===== config.mk =====
export PLATFORM = sky130hd
export DESIGN_NAME = muldiv_seq
export DESIGN_NICKNAME = d
export VERILOG_FILES = /design/src/rtl/muldiv_defs.sv /design/src/rtl/muldiv_step.sv /design/src/rtl/muldiv_seq.sv
export SDC_FILE = /design/constraint.sdc
export NUM_CORES = 1
export LEC_CHECK = 0
export CAP_MARGIN = 0
export CORE_AREA = 2 2 171 173
export DETAILED_ROUTE_END_ITERATION = 16
export DIE_AREA = 0 0 173 175
export DONT_BUFFER_PORTS = 1
export PLACE_DENSITY = 0.83
export SLEW_MARGIN = 10
export SYNTH_ARGS = -nofsm -noshare
export SYNTH_HDL_FRONTEND = slang
export SYNTH_SLANG_ARGS = --single-unit

===== constraint.sdc =====
create_clock -name clk -period 3.6 [get_ports clk]
set_input_delay 0.18 -clock clk [delete_from_list [all_inputs] [get_ports clk]]
set_output_delay 0.18 -clock clk [all_outputs]
set_load 0.03 [all_outputs]

===== src/rtl/muldiv_defs.sv =====
// Shared definitions for the iterative multiply/divide sequencer:
// operation codes, FSM state encoding and the iteration count.
package muldiv_defs;

  typedef enum logic [1:0] {
    OP_MULTU = 2'b00,
    OP_MULT  = 2'b01,
    OP_DIVU  = 2'b10,
    OP_DIV   = 2'b11
  } op_e;

  typedef enum logic [1:0] {
    ST_IDLE = 2'b00,
    ST_PREP = 2'b01,
    ST_RUN  = 2'b10,
    ST_FIX  = 2'b11
  } state_e;

  localparam int unsigned WIDTH_DEF = 32;

  // Value loaded into the step counter: one RUN cycle per operand bit.
  function automatic int unsigned iter_last(input int unsigned width);
    return width - 1;
  endfunction

endpackage


===== src/rtl/muldiv_step.sv =====
// One iteration of the shared multiply/divide datapath: a shift-add step
// (LSB-first multiply) or a restoring shift-subtract step (MSB-first divide).
module muldiv_step
  import muldiv_defs::*;
#(
  parameter int WIDTH = 32
) (
  input  logic [2*WIDTH-1:0] acc,
  input  logic [WIDTH-1:0]   operand,
  input  logic               bit_in,
  input  op_e                mode,
  output logic [2*WIDTH-1:0] acc_nxt
);

  logic             div_mode;
  logic [WIDTH:0]   add_sum;
  logic [WIDTH:0]   rem_sh;
  logic [WIDTH-1:0] rem_diff;

  always_comb begin
    div_mode = (mode == OP_DIVU) || (mode == OP_DIV);

    // Multiply: {carry, upper + multiplicand} shifts right into the low half.
    add_sum  = {1'b0, acc[2*WIDTH-1:WIDTH]} + (bit_in ? {1'b0, operand} : '0);

    // Divide: upper half is the partial remainder, lower half collects quotient
    // bits. The difference fits WIDTH bits whenever the subtraction is taken.
    rem_sh   = {acc[2*WIDTH-1:WIDTH], bit_in};
    rem_diff = rem_sh[WIDTH-1:0] - operand;

    acc_nxt  = {add_sum, acc[WIDTH-1:1]};
    if (div_mode) begin
      if (rem_sh >= {1'b0, operand}) begin
        acc_nxt = {rem_diff, acc[WIDTH-2:0], 1'b1};
      end else begin
        acc_nxt = {rem_sh[WIDTH-1:0], acc[WIDTH-2:0], 1'b0};
      end
    end
  end

endmodule


===== src/rtl/muldiv_seq.sv =====
// Iterative MULT/MULTU/DIV/DIVU sequencer owning the architectural HI/LO
// registers; stalls HI/LO reads while an operation is in flight.
module muldiv_seq
  import muldiv_defs::*;
#(
  parameter int WIDTH = 32
) (
  input  logic             clk,
  input  logic             rst_n,
  input  logic             start,
  input  logic [1:0]       op,
  input  logic [WIDTH-1:0] a,
  input  logic [WIDTH-1:0] b,
  input  logic             hi_we,
  input  logic             lo_we,
  input  logic [WIDTH-1:0] wdata,
  input  logic             rd_req,
  output logic [WIDTH-1:0] hi,
  output logic [WIDTH-1:0] lo,
  output logic             busy,
  output logic             done,
  output logic             dbz,
  output logic             stall
);

  localparam int CNT_W = $clog2(WIDTH);
  localparam int ACC_W = 2 * WIDTH;

  state_e             state_q, state_d;
  logic [CNT_W-1:0]   cnt_q;
  logic               done_q;
  logic               dbz_q;
  logic [WIDTH-1:0]   hi_q, lo_q;

  op_e                op_q;
  logic               sign_q, sign_r;
  logic [WIDTH-1:0]   opnd_q;
  logic [WIDTH-1:0]   shf_q;
  logic [ACC_W-1:0]   acc_q;
  logic [ACC_W-1:0]   acc_nxt;
  logic               step_bit;

  logic               is_signed, is_div;
  logic [WIDTH-1:0]   res_hi, res_lo;

  function automatic logic [WIDTH-1:0] mag(input logic signed [WIDTH-1:0] v,
                                           input logic is_sgn);
    return (is_sgn && (v < 0)) ? -v : v;
  endfunction

  function automatic logic [WIDTH-1:0] fix_word(input logic signed [WIDTH-1:0] v,
                                                input logic neg);
    return neg ? -v : v;
  endfunction

  function automatic logic [ACC_W-1:0] fix_prod(input logic signed [ACC_W-1:0] v,
                                                input logic neg);
    return neg ? -v : v;
  endfunction

  // Multiply consumes multiplier bits LSB-first, divide consumes dividend bits MSB-first.
  assign step_bit = op_q[1] ? shf_q[WIDTH-1] : shf_q[0];

  muldiv_step #(.WIDTH(WIDTH)) u_step (
    .acc     (acc_q),
    .operand (opnd_q),
    .bit_in  (step_bit),
    .mode    (op_q),
    .acc_nxt (acc_nxt)
  );

  always_comb begin
    state_d = state_q;
    case (state_q)
      ST_IDLE: if (start) state_d = ST_PREP;
      ST_PREP: state_d = ST_RUN;
      ST_RUN:  if (cnt_q == '0) state_d = ST_FIX;
      ST_FIX:  state_d = ST_IDLE;
      default: state_d = ST_IDLE;
    endcase
  end

  // Sign fix and HI/LO mapping applied on the way out of FIX.
  always_comb begin
    is_signed = op_q[0];
    is_div    = op_q[1];
    if (is_div) begin
      res_lo = fix_word(acc_q[WIDTH-1:0], is_signed & sign_q);
      res_hi = fix_word(acc_q[ACC_W-1:WIDTH], is_signed & sign_r);
    end else begin
      {res_hi, res_lo} = fix_prod(acc_q, is_signed & sign_q);
    end
  end

  always_ff @(posedge clk or negedge rst_n) begin
    if (!rst_n) begin
      state_q <= ST_IDLE;
      cnt_q   <= '0;
      done_q  <= 1'b0;
      dbz_q   <= 1'b0;
      hi_q    <= '0;
      lo_q    <= '0;
    end else begin
      state_q <= state_d;
      done_q  <= (state_q == ST_FIX);
      case (state_q)
        ST_IDLE: begin
          if (hi_we) hi_q <= wdata;
          if (lo_we) lo_q <= wdata;
        end
        ST_PREP: begin
          cnt_q <= CNT_W'(iter_last(WIDTH));
          dbz_q <= op[1] & (b == '0);
        end
        ST_RUN: begin
          if (cnt_q != '0) cnt_q <= cnt_q - CNT_W'(1);
        end
        ST_FIX: begin
          hi_q <= res_hi;
          lo_q <= res_lo;
        end
        default: ;
      endcase
    end
  end

  // Datapath registers carry no reset; PREP initialises them before use.
  always_ff @(posedge clk) begin
    if (state_q == ST_PREP) begin
      op_q   <= op_e'(op);
      sign_q <= a[WIDTH-1] ^ b[WIDTH-1];
      sign_r <= a[WIDTH-1];
      acc_q  <= '0;
      if (op[1]) begin
        opnd_q <= mag(b, op[0]);
        shf_q  <= mag(a, op[0]);
      end else begin
        opnd_q <= mag(a, op[0]);
        shf_q  <= mag(b, op[0]);
      end
    end else if (state_q == ST_RUN) begin
      acc_q <= acc_nxt;
      shf_q <= op_q[1] ? {shf_q[WIDTH-2:0], 1'b0} : {1'b0, shf_q[WIDTH-1:1]};
    end
  end

  assign hi    = hi_q;
  assign lo    = lo_q;
  assign busy  = (state_q != ST_IDLE);
  assign done  = done_q;
  assign dbz   = dbz_q;
  assign stall = rd_req & busy;

endmodule


==> out/results.ini, run 1 <==
[pwr]
p_leak_nw = 7.56
vdd.ir_drop.worst_mv = 0.489
finalPower_mw = 19.0
p_per_area_nw_per_um2 = 1030

[cts]
post_cts_buffers = 0
cts_tree = yes
clockBufferDepth = 3
path_clk_slew_ns = 0.06
htreeDepth = 1
cts_buffers = 23
insertion_delay_ns = 0.54
clkSinkCount = 205
cts_root_buf = clkbuf_16

[setup_path]
end_kind = flip-flop
critPathRequiredTime_ns = 4.04
regToRegEndpoint = hi[1]
crit_slowest_cell = a2111oi_1
reg2reg_from = acc_q[21]
rrSetupSlack_ns = 0.14
ff2ff_path_depth = 8
critical_path_class = reg -> reg
cp_common_cell = a21oi_1
startpoint_type = flip-flop
crit_chain = or4_1 > or4_4 > nor4_4 > buf_4 > a21oi_1 > a2111oi_1 > a21oi_1 > o21ai_0
worst-endpoint-arrival_ns = 3.90
path_max_fanout = 8
slowest_delay_ns = 0.72

[sta]
setup_viol = 0
slew_headroom_pct = 21.2
min_period_over_period_pct = 96.1
finalCriticalPeriod_ns = 3.46
fin_ws_ns = 0.139
fin_hold_ws_ns = -0.0132
hold_viol = 2
skew_ns = 0.0233
tightest_slew_ns = 1.17
fin_tns_setup_ns = 0
rsz0062_at_grt = yes
slew_viol_final = 0
fmax_mhz = 289

[synth]
ys_ff_latch = 205
ys_async_sr_fraction_pct = 35.6
synth_top_area_share_pct = 12.3
synth_most_common_cell = nor2_1
syn_nets = 2184
synth_area_um2 = 16600
synth_cell_types = 82
synth_ff_type = dfrtp_1
syn_inst = 2003
synth_area_leader_cell = edfxtp_1
netlist_top_cells_area = edfxtp_1, dfrtp_1, dfxtp_1
syn_avg_cell_area_um2 = 8.28
synth_edf_count = 68
synthTopCellsByCount = nor2_1, nand2_1, a21oi_1, o21ai_0, mux2i_1
yosysWarnings = 0
synth-seq-area-share_pct = 31.1

[routing]
num_vias = 16156
avgRoutedWirePerCell_um = 22.6
first_pass_iters = 8
ant_nets = 0
drc = 0
drtIter0Drc = 1775
totalWireLength_um = 54500
via_per_inst = 6.70

[die]
io_pins = 172
die_area_um2 = 30300
fp-row-count = 62
core_area_um2 = 28400
initial_core_util_pct = 58.4
die_h_um = 175
die-width_um = 173

[layout]
diodes = 0
area_delta_synth_final_pct = 11.4
nNetsFinal = 2191
drive_gt1_share_pct = 7.05
fillers = 2371

[global_route]
grt_pass1_vias = 15641
antenna_found_initial = 0
grt_max_degree = 109
overflow = 0
grt_pass1_wl_um = 85000
grt_usage_pct = 34.8

[placement]
port_buffers = 0
globalplace.congestion = 1.06
dp_hpwl_um = 40400
pre_cts_ws_ns = 0.124

[hold_path]
whs_path_depth = 2
worstHoldStart = b[21]
min_to = opnd_q[21]
hp-class = in -> reg

[run_status]
status = finished with violations
violations = negative hold slack

[job]
drv_cap = 0

[where the power goes]
group          switching, mW  internal (mW)  leakage, nW  total, mW
Sequential              1.77           3.69         2.07       5.46
Combinational           6.90           4.11         5.11       11.0
Clock                   1.04           1.47        0.385       2.51
[registers in the layout, indices dropped and copies added (netlist names)]
name,cells
lo,32
hi,32
dbz,1
acc_q,64
done,1
cnt_q,5
state_q,2
op_q,2
opnd_q,32
shf_q,32
sign_q,1
sign_r,1
[cell usage in the layout (no fill, tap or decap), types with 45 or more instances in the layout]
master,netlist,final
nor2_1,199,199
nand2_1,163,163
a21oi_1,150,146
o21ai_0,142,142
mux2i_1,119,118
xnor2_1,87,87
a211oi_1,80,79
xor2_1,78,78
dfrtp_1,73,73
ha_1,75,72
edfxtp_1,68,68
inv_1,66,66
buf_4,0,65
dfxtp_1,64,64
a21o_1,58,58
nor3_1,49,49
dlygate4sd3_1,0,45
[worst max-delay path: cells and delay by family (launching register included)]
kind | cells | cell delay (ns)
flops | 1 | 0.38
buf+inv | 1 | 0.23
compound gates | 4 | 1.14
simple gates | 3 | 1.61
[per-stage QoR]
step	area [µm²]	std cells	utilization [%]
2_1_floorplan	16600	2003	-
3_3_place_gp	17100	2323	60.4
3_5_place_dp	17100	2323	60.4
4_1_cts	18400	2411	64.9
5_1_grt	18500	2411	65.0
6_report	18500	2411	65.0
[how the worst max path moves through the flow]
stage	startpoint	endpoint	cells after the start
after floorplan	op_q[1]	acc_q[49]	16
after global placement	acc_q[21]	hi[1]	8
after detailed placement	op_q[1]	acc_q[59]	13
after CTS	op_q[1]	acc_q[59]	13
after global routing	op_q[1]	acc_q[58]	12
final	acc_q[21]	hi[1]	8
[logic make-up after synthesis]
kind of cell	count (synthesis)	synth area share [%]
flops	205	31.1
mux	122	7.39
xor+xnor	165	8.72
fa+ha+maj	77	5.90
compound gates	641	25.5
simple gates	592	16.7
buf+inv	201	4.69
[routing by layer]
metal	share of wire (%)	routed length (µm)	global-route usage, %	vias to the layer above
li1	-	-	-	7425
met1	38	20900	42.6	7547
met2	47	25600	60.5	990
met3	9.4	5110	5.55	194
met4	5.2	2820	15.8	0
met5	0	0	0	-
[area by class of cell]
type	count	area [µm²]	area share [%]
clock inverter	18	214	1.16
sequential	205	5150	27.9
inverter	69	259	1.40
multi-input combinational	1597	10800	58.3
clock buffer	24	579	3.14
timing repair buffer	114	1030	5.56
tap	384	480	2.60
[timing repair]
action,4_1_cts,5_1_grt
endpoints found under the hold margin,142,0
gates resized for setup,0,9
endpoints found under the setup margin,0,9
hold buffers,46,0
Note: power is estimated with default switching activity, not from simulation.
==> run 2: changes to the inputs <==
Settings changed: RECOVER_POWER from default to 50, TNS_END_PERCENT from default to 20.
==> run 2 against run 1 <==
The flow finishes with violations (negative hold slack, max-capacitance violations, max-slew violations). Global-route usage unchanged. Fmax about the same. Critical path depth did not move. Critical path type unchanged. Critical endpoint unchanged. Highest routed layer unchanged.
==> out/results.ini, run 2 (synthesis gave the netlist of run 1 again) <==
[setup_path]
critPathRequiredTime_ns = 4.04
end_kind = flip-flop
critical_path_class = reg -> reg
cp-startpoint = acc_q[21]
reg2reg_from = acc_q[21]
path_max_fanout = 8
worst-endpoint-arrival_ns = 3.90
startpoint_type = flip-flop

[layout]
final_cells = 2411
mostFrequentLayoutCells = nor2_1, nand2_1, a21oi_1, o21ai_0, mux2i_1
drive_gt1_share_pct = 6.81
fillers = 2377
final_area_um2 = 18400
area_delta_synth_final_pct = 11.0
max_flop_register = acc_q
largest_reg_flops = 64
diodes = 0
final_common_cell = nor2_1
nNetsFinal = 2191

[die]
die_h_um = 175
fp-row-count = 62
initial_core_util_pct = 58.4
die_area_um2 = 30300
core_area_um2 = 28400
die-width_um = 173
io_pins = 172

[sta]
finalCriticalPeriod_ns = 3.46
slew_headroom_pct = -30.6
setup_viol = 0
tightest_slew_ns = 1.96
slew_viol_final = 151
rsz0062_at_grt = yes
min_period_over_period_pct = 96.1
fin_hold_ws_ns = -0.0170
skew_ns = 0.0228
hold_viol = 2
fmax_mhz = 289

[routing]
avgRoutedWirePerCell_um = 22.6
ant_nets = 0
num_vias = 16133
totalWireLength_um = 54500
drtIter0Drc = 1791
first_pass_iters = 7
via_per_inst = 6.69
drc = 0

[hold_path]
hp-class = in -> reg
worstHoldStart = b[21]

[placement]
globalplace.congestion = 1.06
placed_cell_area_um2 = 17100
place_inst = 2323
dp_hpwl_um = 40400
port_buffers = 0

[pwr]
p_per_area_nw_per_um2 = 1030
vdd.ir_drop.worst_mv = 0.491
finalPower_mw = 19.0
p_leak_nw = 7.54

[cts]
path_clk_slew_ns = 0.06
cts_tree = yes
cts_buffers = 23
insertion_delay_ns = 0.54
clockBufferDepth = 3
cts_root_buf = clkbuf_16
post_cts_buffers = 0
htreeDepth = 1
clkSinkCount = 205

[global_route]
grt_pass1_wl_um = 85000
grt_usage_pct = 34.8
overflow = 0
grt_max_degree = 109
antenna_found_initial = 0
grt_pass1_vias = 15641

[job]
drv_cap = 3

[run_status]
violations = negative hold slack, max-capacitance violations, max-slew violations
status = finished with violations

==> run 2: worst paths after layout <==
path / endpoint / slack, ns / cells past startpoint
min in group asynchronous: lo[29] / 0.78 / 2
min: opnd_q[21] / -0.02 / 2
min reg2reg: cnt_q[0] / 0.48 / 1
max: hi[1] / 0.14 / 8
max in group asynchronous: state_q[1] / 1.66 / 2
max reg2reg: hi[1] / 0.14 / 8
==> run 2: cell type report <==
type / count / area, µm² / area share (%)
Tap cell: 384 / 480 / 2.61
Clock inverter: 18 / 214 / 1.16
Multi-Input combinational cell: 1597 / 10700 / 58.3
Clock buffer: 24 / 579 / 3.15
Inverter: 69 / 259 / 1.41
Timing Repair Buffer: 114 / 992 / 5.39
Sequential cell: 205 / 5150 / 28.0
==> run 2: critical path, stage by stage, from the launching register on <==
cell	delay [ns]
dfxtp_1	0.38
or4_1	0.65
or4_4	0.50
nor4_4	0.47
buf_4	0.23
a21oi_1	0.08
a2111oi_1	0.71
a21oi_1	0.16
o21ai_0	0.18
==> run 2: timing repair <==
action / in CTS / in global routing
hold buffers: 46 / 0
endpoints found under the setup margin: 0 / 9
hold endpoints to repair: 142 / 0
resized for setup: 0 / 8
==> run 2: power breakdown <==
group / switching (mW) / internal (mW) / total, mW / leakage (nW)
clock: 1.04 / 1.47 / 2.51 / 0.385
sequential: 1.77 / 3.71 / 5.48 / 2.07
combinational: 6.89 / 4.09 / 11.0 / 5.09
==> run 2: per-layer routing <==
metal	vias to the layer above	global-route usage (%)	wire [µm]
met5	-	0	0
met4	0	15.8	2720
met3	179	5.55	5180
met2	974	60.5	25800
met1	7570	42.6	20900
li1	7410	-	-
==> run 2: per-stage QoR <==
| step | hold slack, ns | util, % | TNS, ns | setup slack, ns |
|---|---|---|---|---|
| final | -0.0170 | 64.9 | 0 | 0.141 |
| after global routing | 0.00979 | 64.9 | -0.0430 | -0.0348 |
| after CTS | 0.000548 | 64.9 | 0 | 0.124 |
| after detailed placement | -0.114 | 60.4 | 0 | 0.124 |
| after global placement | -0.114 | 60.4 | 0 | 0.219 |
| after floorplan | -0.116 | - | 0 | 0.00719 |
==> run 3: changes to the inputs <==
Settings changed: CORE_AREA 2 2 171 173 to 2 2 200 202, DIE_AREA 0 0 173 175 to 0 0 202 204, PLACE_DENSITY 0.83 to 0.65.
==> run 3 against run 2 <==
The flow still finishes with violations (negative hold slack, max-capacitance violations, max-slew violations). Global-route usage is 8.5 points lower. Worst hold slack improved by 0.0054 ns. Critical path depth rose by 1. Design area rose by 1.5%. Fmax barely moved. Critical endpoint is now lo[31]. Largest cell class unchanged.
==> out/results.ini, run 3 (synthesis gave the netlist of run 1 again) <==
[run_status]
status = finished with violations
violations = negative hold slack, max-capacitance violations, max-slew violations

[setup_path]
crit_end = lo[31]
worst-endpoint-arrival_ns = 3.90
ff2ff_path_depth = 9
end_kind = flip-flop
regToRegEndpoint = lo[31]
critical_path_class = reg -> reg
cp-startpoint = acc_q[10]
reg2reg_from = acc_q[10]
rrSetupSlack_ns = 0.14
critPathRequiredTime_ns = 4.04
path_max_fanout = 8
startpoint_type = flip-flop

[layout]
final_cells = 2572
mostFrequentLayoutCells = nor2_1, nand2_1, a21oi_1, o21ai_0, mux2i_1
area_delta_synth_final_pct = 12.7
diodes = 0
final_util_pct = 47.7
largest_reg_flops = 64
drive_gt1_share_pct = 6.74
final_common_cell = nor2_1
nNetsFinal = 2209
regArea_um2 = 5150
max_flop_register = acc_q
fillers = 3759
multi_input_area_um2 = 10700
final_area_um2 = 18700

[cts]
insertion_delay_ns = 0.56
cts_tree = yes
clockBufferDepth = 3
clkSinkCount = 205
htreeDepth = 1
cts_buffers = 25
cts_root_buf = clkbuf_16
post_cts_buffers = 0
path_clk_slew_ns = 0.06

[global_route]
antenna_found_initial = 0
grt_pass1_wl_um = 87300
grt_usage_pct = 26.4
grt_pass1_vias = 15480
overflow = 0
grt_max_degree = 108

[routing]
via_per_inst = 6.13
drtIter0Drc = 1395
totalWireLength_um = 55400
drc = 0
num_vias = 15778
first_pass_iters = 7
ant_nets = 0
avgRoutedWirePerCell_um = 21.5

[placement]
place_inst = 2467
placed_cell_area_um2 = 17400
port_buffers = 0
globalplace.congestion = 1.01
dp_hpwl_um = 41800

[pwr]
vdd.ir_drop.worst_mv = 0.521
p_leak_nw = 7.60
p_per_area_nw_per_um2 = 1010

[die]
initial_core_util_pct = 42.3
die_area_um2 = 41200
io_pins = 172
die_h_um = 204
die-width_um = 202
core_area_um2 = 39200
fp-row-count = 73

[sta]
fin_hold_ws_ns = -0.0116
tightest_slew_ns = 1.98
hold_viol = 1
min_period_over_period_pct = 96.2
rsz0062_at_grt = yes
setup_viol = 0
skew_ns = 0.0234
fmax_mhz = 289
slew_headroom_pct = -32.2
finalCriticalPeriod_ns = 3.46
slew_viol_final = 191

[hold_path]
hp-class = in -> reg

[job]
drv_cap = 4

[run 3: cell count changes in the layout (fill, tap and decap cells not counted), moves of 2 or more]
cell,delta
dlygate4sd3_1,+12
clkinv_2,+3
clkbuf_16,+2
clkbuf_8,+3
bufinv_16,-4
buf_4,+3
ha_2,-2
clkinv_1,-3
clkinv_4,-3
clkbuf_1,+7
inv_6,-2
[run 3: critical path, stage by stage, from the launching register on]
cell           delay [ns]
dfxtp_1              0.39
or4_4                0.57
or4b_4               0.57
nor4_4               0.65
a21oi_1              0.17
xnor2_1              0.17
nand2_1              0.07
o21ai_0              0.09
o21ai_0              0.08
dlygate4sd3_1        0.58
[run 3: what timing repair did]
item                                    in CTS  in global routing
endpoints found under the hold margin      165                  0
endpoints found under the setup margin       0                 10
resized for setup                            0                  5
hold buffers                                59                  0
[run 3: per-layer routing]
metal	global-route usage, %	share of wire, %
met1	35.2	43
met2	44.9	47
met3	3.43	7.8
met4	7.06	2.7
met5	0	0
[run 3: where the power goes]
part           switching, mW  internal, mW
logic                   6.91          4.13
registers               1.75          3.71
clock network           1.05          1.36
total                   9.71          9.20
[run 3: stage by stage]
stage | setup TNS [ns] | power (mW) | setup slack, ns
after floorplan | 0 | 12.8 | 0.00719
after CTS | 0 | 18.7 | 0.146
final | 0 | 18.9 | 0.138
after detailed placement | 0 | 16.2 | 0.204
after global routing | -0.0486 | 20.2 | -0.0262
after global placement | 0 | 16.0 | 0.212
[run 3: layout make-up]
type                    instances  share of cell area [%]
well taps                     525                    3.51
multi-input cells            1597                    57.4
repair buffers                130                    6.07
flip-flops and latches        205                    27.6
clock buffers                  36                    3.73
clock inverters                10                   0.395
inverters                      69                    1.39
[run 3: worst min path at each step]
stage,start,to,slack [ns],depth (start not counted)
floorplan,rst_n,cnt_q[0],-0.12,0
global placement,rst_n,lo[4],-0.11,0
detailed placement,rst_n,lo[4],-0.11,0
CTS,a[17],opnd_q[17],0.003,2
global route,a[17],opnd_q[17],0.02,2
finish,a[17],opnd_q[17],-0.01,2
